==> src/rtl/edge_event_arbiter.sv <==
// edge_event_arbiter
//   Watches N_CH level inputs for enabled rising/falling edges, keeps one
//   pending event per channel, and hands events to a single-entry output slot
//   with round-robin selection across channels.
//
// Ports
//   clk, rst      : clock and synchronous active-high reset
//   signal_i      : per-channel levels, already synchronous to clk
//   rise_en_i     : per-channel rising-edge enables
//   fall_en_i     : per-channel falling-edge enables
//   evt_valid_o   : output slot holds an event
//   evt_ready_i   : consumer accept (transfer when valid & ready)
//   evt_ch_o      : channel index of the presented event
//   evt_type_o    : edge type of the presented event (1 = rising, 0 = falling)
//   pending_o     : per-channel pending-event bits
//   ovf_o         : per-channel sticky overflow flags
//   ovf_clr_i     : clears all overflow flags (a same-cycle new overflow wins)
module edge_event_arbiter #(
  parameter int N_CH = 4,
  parameter int CH_W = $clog2(N_CH)
) (
  input  logic            clk,
  input  logic            rst,
  input  logic [N_CH-1:0] signal_i,
  input  logic [N_CH-1:0] rise_en_i,
  input  logic [N_CH-1:0] fall_en_i,
  output logic            evt_valid_o,
  input  logic            evt_ready_i,
  output logic [CH_W-1:0] evt_ch_o,
  output logic            evt_type_o,
  output logic [N_CH-1:0] pending_o,
  output logic [N_CH-1:0] ovf_o,
  input  logic            ovf_clr_i
);

  typedef enum logic {
    EMPTY = 1'b0,
    FULL  = 1'b1
  } slot_state_t;

  slot_state_t     state;
  logic [N_CH-1:0] prev;
  logic [N_CH-1:0] pending;
  logic [N_CH-1:0] ptype;
  logic [N_CH-1:0] ovf;
  logic [CH_W-1:0] ch;
  logic            etype;
  logic [CH_W-1:0] rr_ptr;

  logic [N_CH-1:0] rise;
  logic [N_CH-1:0] fall;
  logic [N_CH-1:0] edge_det;
  logic            xfer;
  logic            can_load;
  logic            gnt_found;
  logic [CH_W-1:0] gnt_idx;
  logic            gnt;
  logic [N_CH-1:0] grant_mask;
  logic [N_CH-1:0] still_pending;
  logic [N_CH-1:0] ovf_set;
  logic [N_CH-1:0] load_evt;
  logic [N_CH-1:0] pending_nxt;
  logic [N_CH-1:0] ptype_nxt;
  logic [N_CH-1:0] ovf_nxt;
  logic [CH_W-1:0] rr_nxt;

  assign rise     = signal_i & ~prev & rise_en_i;
  assign fall     = ~signal_i & prev & fall_en_i;
  assign edge_det = rise | fall;

  assign xfer     = (state == FULL) & evt_ready_i;
  assign can_load = (state == EMPTY) | xfer;

  // Round-robin search: first pending channel at or after rr_ptr, wrapping.
  always_comb begin
    int c;
    c         = 0;
    gnt_found = 1'b0;
    gnt_idx   = '0;
    for (int k = 0; k < N_CH; k++) begin
      c = int'(rr_ptr) + k;
      if (c >= N_CH) begin
        c = c - N_CH;
      end else begin
        c = c;
      end
      if (!gnt_found && pending[CH_W'(c)]) begin
        gnt_found = 1'b1;
        gnt_idx   = CH_W'(c);
      end else begin
        gnt_found = gnt_found;
      end
    end
  end

  assign gnt        = can_load & gnt_found;
  assign grant_mask = gnt ? (N_CH'(1) << gnt_idx) : '0;

  // A channel whose event is granted this cycle is free to accept a new edge;
  // otherwise a new edge on a pending channel is dropped and flagged.
  assign still_pending = pending & ~grant_mask;
  assign ovf_set       = edge_det & still_pending;
  assign load_evt      = edge_det & ~still_pending;
  assign pending_nxt   = still_pending | edge_det;
  assign ptype_nxt     = (ptype & ~load_evt) | (rise & load_evt);
  assign ovf_nxt       = (ovf & ~{N_CH{ovf_clr_i}}) | ovf_set;
  assign rr_nxt        = (gnt_idx == CH_W'(N_CH - 1)) ? '0 : gnt_idx + CH_W'(1);

  // Edge history, pending/overflow state, and the output-slot FSM.
  always_ff @(posedge clk) begin
    prev <= signal_i;
    if (rst) begin
      pending <= '0;
      ptype   <= '0;
      ovf     <= '0;
      state   <= EMPTY;
      ch      <= '0;
      etype   <= 1'b0;
      rr_ptr  <= '0;
    end else begin
      pending <= pending_nxt;
      ptype   <= ptype_nxt;
      ovf     <= ovf_nxt;
      case (state)
        EMPTY: begin
          if (gnt) begin
            state  <= FULL;
            ch     <= gnt_idx;
            etype  <= ptype[gnt_idx];
            rr_ptr <= rr_nxt;
          end else begin
            state <= EMPTY;
          end
        end
        FULL: begin
          if (gnt) begin
            state  <= FULL;
            ch     <= gnt_idx;
            etype  <= ptype[gnt_idx];
            rr_ptr <= rr_nxt;
          end else if (xfer) begin
            state <= EMPTY;
          end else begin
            state <= FULL;
          end
        end
        default: begin
          state <= EMPTY;
        end
      endcase
    end
  end

  assign evt_valid_o = (state == FULL);
  assign evt_ch_o    = ch;
  assign evt_type_o  = etype;
  assign pending_o   = pending;
  assign ovf_o       = ovf;

endmodule

==> config.mk <==
export PLATFORM = sky130hd
export DESIGN_NAME = edge_event_arbiter
export DESIGN_NICKNAME = d
export VERILOG_FILES = /design/src/rtl/edge_event_arbiter.sv
export SDC_FILE = /design/constraint.sdc
export NUM_CORES = 1
export LEC_CHECK = 0
export ABC_AREA = 1
export CORE_ASPECT_RATIO = 1.5
export CORE_MARGIN = 3
export CORE_UTILIZATION = 51
export DETAILED_ROUTE_END_ITERATION = 10
export GPL_TIMING_DRIVEN = 1
export PLACE_DENSITY = 0.8
export SLEW_MARGIN = 25
export SYNTH_ARGS = -nofsm -noshare
export SYNTH_HDL_FRONTEND = slang
export SYNTH_SLANG_ARGS = --single-unit
==> constraint.sdc <==
create_clock -name clk -period 4.8 [get_ports clk]
set_input_delay 1.44 -clock clk [delete_from_list [all_inputs] [get_ports clk]]
set_output_delay 1.44 -clock clk [all_outputs]
set_load 0.02 [all_outputs]
* After elaboration in Yosys (flattened, before gate mapping) *
Index checks and enable logic that the tools add are counted.

storage, ports and cells
  flip-flop bits (word level) = 22
  output and inout bits = 12
  latch bits = 0
  RAM bits = 0
  memories kept = 0
  ROM bits = 0

cells by class
  shift operators = 1
  divide/modulo/power cells = 0
  multipliers = 0
  magnitude comparators = 9
  muxes and demuxes = 35
  add/sub/neg operators = 8
  reductions and logical operators = 6
  equal/unequal tests = 1
  bitwise gates (word level) = 24

operators with widths
  cell                                                                number
  bitwise AND 4 bit                                                   10
  inverter 4 bit                                                      6
  2-to-1 mux 2 bit                                                    11
  2-to-1 mux 1 bit                                                    17
  < comparator 2 x 4 -> 1 bit (second input constant)                 4
  bitwise OR 4 bit                                                    4
  binary-select mux 1 bit (select 2 bit)                              5
  greater-or-equal comparator 3 bit (second input constant)           3
  subtractor 2 x 1 -> 2 bit (second input constant)                   4
  adder 2 x 2 -> 3 bit (second input constant)                        2
  2-to-1 mux 4 bit                                                    1
  left shift 1 x 2 -> 4 bit (first input constant)                    1
  adder 2 x 1 -> 3 bit (second input constant)                        1
  greater-or-equal comparator 2 x 3 -> 1 bit (second input constant)  1
  logical AND 1 bit                                                   3
  zero test 1 bit                                                     3
  < comparator 2 x 3 -> 1 bit (second input constant)                 1
  adder 2 x 1 -> 2 bit (second input constant)                        1
  bitwise AND 1 bit                                                   2
  == test 2 bit (second input constant)                               1
  case mux 1 bit (2 select lines)                                     1
  inverter 1 bit                                                      1
  bitwise OR 1 bit                                                    1

* Depth between registers and ports, before layout *
Gate-level depths: netlist of the first run.

  word-level depth = 24
  mapped depth = 16
  gate-level depth less buffers = 16

* Worst setup path after synthesis of the first run *
OpenSTA, ideal clock, no wires.

  kind = input -> register
  start point = input evt_ready_i
  end point = register (tool-made name)
  cell stages on the path = 9
  required time = 4.732 ns
  setup slack = 2.625 ns
  data arrival time = 2.107 ns
  cells stage by stage = nor2_1 -> inv_1 -> nand2_8 -> inv_6 -> nand2_2 -> nand2_2 -> nand2_1 -> nand2_1 -> a21oi_2

RTL lines
  element             RTL line  source
  start: declaration  28        input logic evt_ready_i,

* Worst setup path after layout of the first run *
  start point = register pending[0] (netlist: pending_o[0])
  end point = output pending_o[0]

RTL lines
  element                   RTL line  source
  start: declaration        43        logic [N_CH-1:0] pending;
  start signal: assignment  121       pending <= pending_nxt;
  end: declaration          31        output logic [N_CH-1:0] pending_o,

No word-level cell between the ends.

==> results of run 1 <==
[worst paths after layout]
check | endpoint | slack, ns | depth (start not counted)
hold / removal | flip-flop | 0.47 | 2
hold reg to reg | flip-flop | 0.47 | 2
setup reg to reg | ovf_o[3] | 2.40 | 16
setup / recovery | pending_o[0] | 1.96 | 1
[kinds of logic after synthesis]
group,Yosys count,share of synthesized area
buffers and inverters,28,0.09241
flip-flops,22,0.3424
AO/OA/AOI/OAI,24,0.1128
AND/OR/NAND/NOR,106,0.4134
adder cells (fa/ha/maj),4,0.03891
[through the flow]
stage / util / hold slack (ns) / total power, mW
after CTS: 0.7018 / 0.4717 / 0.9560
final: 0.7018 / 0.4693 / 0.9491
after global routing: 0.7018 / 0.4995 / 1.027
after floorplan: - / 0.4388 / 0.6797
after detailed placement: 0.6791 / 0.4530 / 0.8123
after global placement: 0.6791 / 0.4509 / 0.7963
[power by group]
group | switching, mW | leakage [nW] | internal [mW]
registers | 0.0326 | 0.182 | 0.214
logic | 0.354 | 0.535 | 0.206
clock network | 0.0583 | 0.0279 | 0.0845
[synthesized netlist by cell type, drive strengths merged]
| master | n |
|---|---|
| clkinv | 1 |
| inv | 25 |
| dfxtp | 22 |
| o21ai | 7 |
| a31oi | 5 |
| nand2 | 74 |
| nand3b | 5 |
| nor2 | 17 |
| nand3 | 9 |
| nand4 | 1 |
| clkbuf | 1 |
| ha | 4 |
| a21oi | 12 |
| buf | 1 |
[area by class of cell]
cell class                      count  area (sq um)
Sequential cell                    22         440.4
Fill cell                         208         689.4
Multi-Input combinational cell    134         726.9
Clock buffer                        3         22.52
Inverter                           26         103.9
Timing Repair Buffer               27         270.3
Clock inverter                      1         30.03
Tap cell                           23         28.78
[routing by layer]
layer / global-route usage / vias up
met5: 0 / -
met3: 0.02133 / 9
met4: 0.07958 / 0
li1: - / 634
met1: 0.1921 / 564
met2: 0.4031 / 29
==> impl_metrics.csv, run 1 <==
group,metric,value,unit
timing,timing.fmax,351.9,MHz
setup_path,path_cells,"clkdlybuf4s50_1",
finish,drive_gt1_frac,0.1690,
timing,min_period_over_period,0.5921,
global_route,grt_usage,0.2015,
clocking,cts_made_buffers,3,
logic_synthesis,synth.area.top_cells,"dfxtp_1 34%, nand2_1 17%, inv_1 6.4%, nand2_2 6.3%, nor2_1 4.1%",
timing,hold_viol,0,
route,viasPerCell,5.237,
setup_path,crit_path_end_kind,"output pin",
setup_path,cp-start-kind,"flip-flop",
placement,dpl_cell_area,1570,sq um
placement,placed_cells,232,
finish,n_antenna_cell,0,
timing,final.min_clock_period,2.842,ns
die,die_h,67.51,um
status,status,"finished, final reports clean",
setup_path,crit_family,"buffers and inverters",
route,drt-pass1-iter-count,4,
clocking,cts_resized,0,
logic_synthesis,synth-seq-cells,22,
die,chipWidth,47.01,um
global_route,grt_pass1_vias,1209,
logic_synthesis,ys_warn_count,0,
power_and_ir_drop,max-vdd-ir-drop,0.0003309,V
route,ant_nets,0,
setup_path,reg2reg_from,"rr_ptr[0]",
setup_path,arrival,1.40,ns
finish,fin_area,1623,sq um
route,drt_iter0_markers,27,
logic_synthesis,syn-num-nets,204,
setup_path,cp.required,3.36,ns
finish,layout_commonest_cell,"nand2_1",
logic_synthesis,yosys.cell_types.count,25,
timing,tightest_slew,0.5914,ns
timing,skew,0.01653,ns
clocking,clk_path_buf_depth,2,
clocking,clock_latency,0.32,ns
route,vias,1236,
setup_path,cp_num_buf_inv,1,
clocking,holdBufCountCts,0,
logic_synthesis,yosysTopAreaCellShare,0.3424,
logic_synthesis,synthCells,184,
setup_path,crit_path_top_delay_cell,"clkdlybuf4s50_1",
placement,hpwl,2.307,mm
route,dr_wl_met2,1.602,mm
job,drv_cap,0,
setup_path,startpoint,"pending_o[0]",
route,dr_wl_met3,85,um
global_route,grt_start_max_net_pins,16,
placement,pre_cts_slack,2.057,ns
power_and_ir_drop,p_per_area,584.9,nW/um^2
worst_hold_path,hold_class,"reg2reg",
route,maxUsedRoutingLayer,"met4",
setup_path,cpPeakStageDelay,0.65,ns
clocking,tritoncts,"done",
route,avgRoutedWirePerCell,11.79,um
die,rows,21,
logic_synthesis,synth_area_leader_cell,"dfxtp_1",
finish,final_cells,236,
logic_synthesis,synth.cell_area,1286,sq um
global_route,grt-ovfl-total,0,
clocking,post-cts-setup-buffer-count,0,
finish,finalNetCount,234,
route,wl_met1,1.033,mm
global_route,grt_pass1_wl,4.712,mm
die,start_util,0.5563,
finish,final_cell_mix,"59 x nand2_1, 27 x clkdlybuf4s50_1, 22 x inv_1, 22 x dfxtp_1, 14 x nor2_1",
timing,setup_viol,0,
route,routed_wirelength,2.782,mm
timing,final_max_slew_viol_count,0,
global_route,antenna_found_initial,0,
die,fp.coreArea,2312,sq um
placement,place.port_buffers,27,
setup_path,setup.worst_path.class,"reg2out",
timing,maxSlewHeadroom,0.6045,
die,pin_count,28,
clocking,path_clk_slew,0.13,ns
power_and_ir_drop,p_leak,0.7449,nW
logic_synthesis,syn_avg_cell_area,6.990,sq um
clocking,clockRootBuffer,"clkbuf_4",
timing,setup_slack,1.958,ns
die,dieArea,3173,sq um
setup_path,crit_path_max_fanout,5,
timing,grt_setup_unrepaired,"no",
timing,tns,0,ns
clocking,cts.sinks,22,
logic_synthesis,yosysSeqAreaShare,0.3424,
placement,gp_congestion,0.7406,
finish,area_delta_synth_final,26.17,%
route,drc_errors,0,
clocking,cts-htree-levels,1,
Power figures use the tool's default switching activity.
==> inputs of run 2 (changes only) <==
--- a/config.mk
+++ b/config.mk
@@ -8,10 +8,10 @@
 export ABC_AREA = 1
 export CORE_ASPECT_RATIO = 1.5
 export CORE_MARGIN = 3
-export CORE_UTILIZATION = 51
+export CORE_UTILIZATION = 45
 export DETAILED_ROUTE_END_ITERATION = 10
 export GPL_TIMING_DRIVEN = 1
-export PLACE_DENSITY = 0.8
+export PLACE_DENSITY = 0.75
 export SLEW_MARGIN = 25
 export SYNTH_ARGS = -nofsm -noshare
 export SYNTH_HDL_FRONTEND = slang
==> constraint.sdc (replaced) <==
create_clock -name clk -period 2.3 [get_ports clk]
set_input_delay 0.69 -clock clk [delete_from_list [all_inputs] [get_ports clk]]
set_output_delay 0.69 -clock clk [all_outputs]
set_load 0.02 [all_outputs]
==> impl_metrics.csv, run 2 (synthesis results as in run 1) <==
group,metric,value,unit
status,status,"finished, final reports clean",
finish,n_antenna_cell,0,
timing,skew,0.001692,ns
route,drc_errors,0,
finish,layout_commonest_cell,"nand2_1",
die,start_util,0.4755,
route,viasPerCell,4.782,
placement,place.port_buffers,27,
finish,fillers,258,
timing,tightest_slew,0.2291,ns
timing,hold_viol,0,
clocking,holdBufCountCts,0,
setup_path,cp-start-kind,"flip-flop",
die,fp.coreArea,2705,sq um
setup_path,crit_path_end_kind,"output pin",
setup_path,setup.worst_path.class,"reg2out",
placement,hpwl,2.191,mm
global_route,antenna_found_initial,0,
timing,maxSlewHeadroom,0.8471,
power_and_ir_drop,total_power,1.968,mW
timing,timing.fmax,488.8,MHz
route,routed_wirelength,2.646,mm
placement,gp_congestion,0.8028,
global_route,grt_pass1_wl,4.574,mm
die,dieArea,3549,sq um
placement,pre_cts_slack,0.1894,ns
finish,area_delta_synth_final,29.57,%
die,rows,23,
global_route,grt-ovfl-total,0,
finish,multi_input_area,734.5,sq um
global_route,grt_usage,0.1663,
route,ant_nets,0,
timing,setup_slack,0.2541,ns
timing,final.min_clock_period,2.046,ns
clocking,clk_path_buf_depth,2,
global_route,grt_start_max_net_pins,13,
timing,setup_viol,0,
finish,final_cell_mix,"59 x nand2_1, 27 x clkdlybuf4s50_1, 22 x inv_1, 21 x dfxtp_1, 14 x nor2_1",
clocking,clock_latency,0.26,ns
global_route,grt_pass1_vias,1157,
die,die_h,71.48,um
timing,tns,0,ns
setup_path,crit_family,"buffers and inverters",
worst_hold_path,hold_class,"reg2reg",
finish,finalNetCount,236,
finish,fin_area,1667,sq um
setup_path,crit_path_top_delay_cell,"clkdlybuf4s50_1",
setup_path,arrival,1.36,ns
setup_path,path_cells,"clkdlybuf4s50_1",
route,avgRoutedWirePerCell,10.50,um
setup_path,cp.required,1.61,ns
finish,drive_gt1_frac,0.1814,
placement,dpl_cell_area,1603,sq um
finish,seqCellArea,441.7,sq um
clocking,cts-htree-levels,1,
power_and_ir_drop,p_per_area,1181,nW/um^2
route,vias,1205,
timing,min_period_over_period,0.8895,
timing,grt_setup_unrepaired,"no",
timing,timing.hold.ws,0.4636,ns
clocking,cts_made_buffers,3,
clocking,cts.sinks,22,
timing,final_max_slew_viol_count,0,
setup_path,cp_num_buf_inv,1,
die,chipWidth,49.65,um
clocking,post-cts-setup-buffer-count,0,
die,pin_count,28,
power_and_ir_drop,p_leak,0.7571,nW
clocking,path_clk_slew,0.08,ns
route,drt-pass1-iter-count,3,
setup_path,cpPeakStageDelay,0.64,ns
job,drv_cap,0,
route,drt_iter0_markers,14,
clocking,clockRootBuffer,"clkbuf_8",
clocking,tritoncts,"done",
clocking,cts_resized,0,
setup_path,crit_path_max_fanout,4,
power_and_ir_drop,max-vdd-ir-drop,0.0007877,V
-- run 2: changes by cell type in the layout (fill, tap and decap cells not counted) --
cell       before  now
clkbuf_8        0    4
clkbuf_4        3    0
buf_4           0    2
bufinv_16       1    0
dfxtp_1        22   21
dfxtp_2         0    1
o21ai_2         3    2
o21ai_4         0    1
-- run 2: per-layer routing --
layer / global-route usage / part of all wire / up-vias
met5: 0 / 0 / -
li1: - / - / 636
met3: 0.02495 / 0.022 / 6
met4: 0.08923 / 0.027 / 0
met2: 0.3299 / 0.57 / 17
met1: 0.1571 / 0.38 / 546
-- run 2: metrics by stage --
| step | instances | utilization |
|---|---|---|
| after global placement | 248 | 0.5925 |
| after global routing | 252 | 0.6161 |
| after detailed placement | 248 | 0.5925 |
| after CTS | 252 | 0.6129 |
| after floorplan | 184 | - |
| final | 252 | 0.6161 |
-- run 2: worst paths after layout --
kind,start,endpoint,slack (ns),cells after the start
setup / recovery,pending_o[2],pending_o[2],0.25,1
setup reg to reg,rr_ptr[0],flip-flop,0.29,16
hold / removal,ovf_o[1],ovf_o[1],0.46,2
hold reg to reg,ovf_o[1],ovf_o[1],0.46,2
-- run 2: final cells by class --
cell class	count	area share
inverters	26	0.06231
multi-input cells	134	0.4407
repair buffers	29	0.1712
flip-flops and latches	22	0.2650
well taps	37	0.02778
clock buffers	4	0.03303
-- run 2: where the power goes --
part	leakage (nW)	switching (mW)	internal, mW
clock network	0.0288	0.124	0.153
registers	0.182	0.0567	0.449
logic	0.547	0.749	0.437
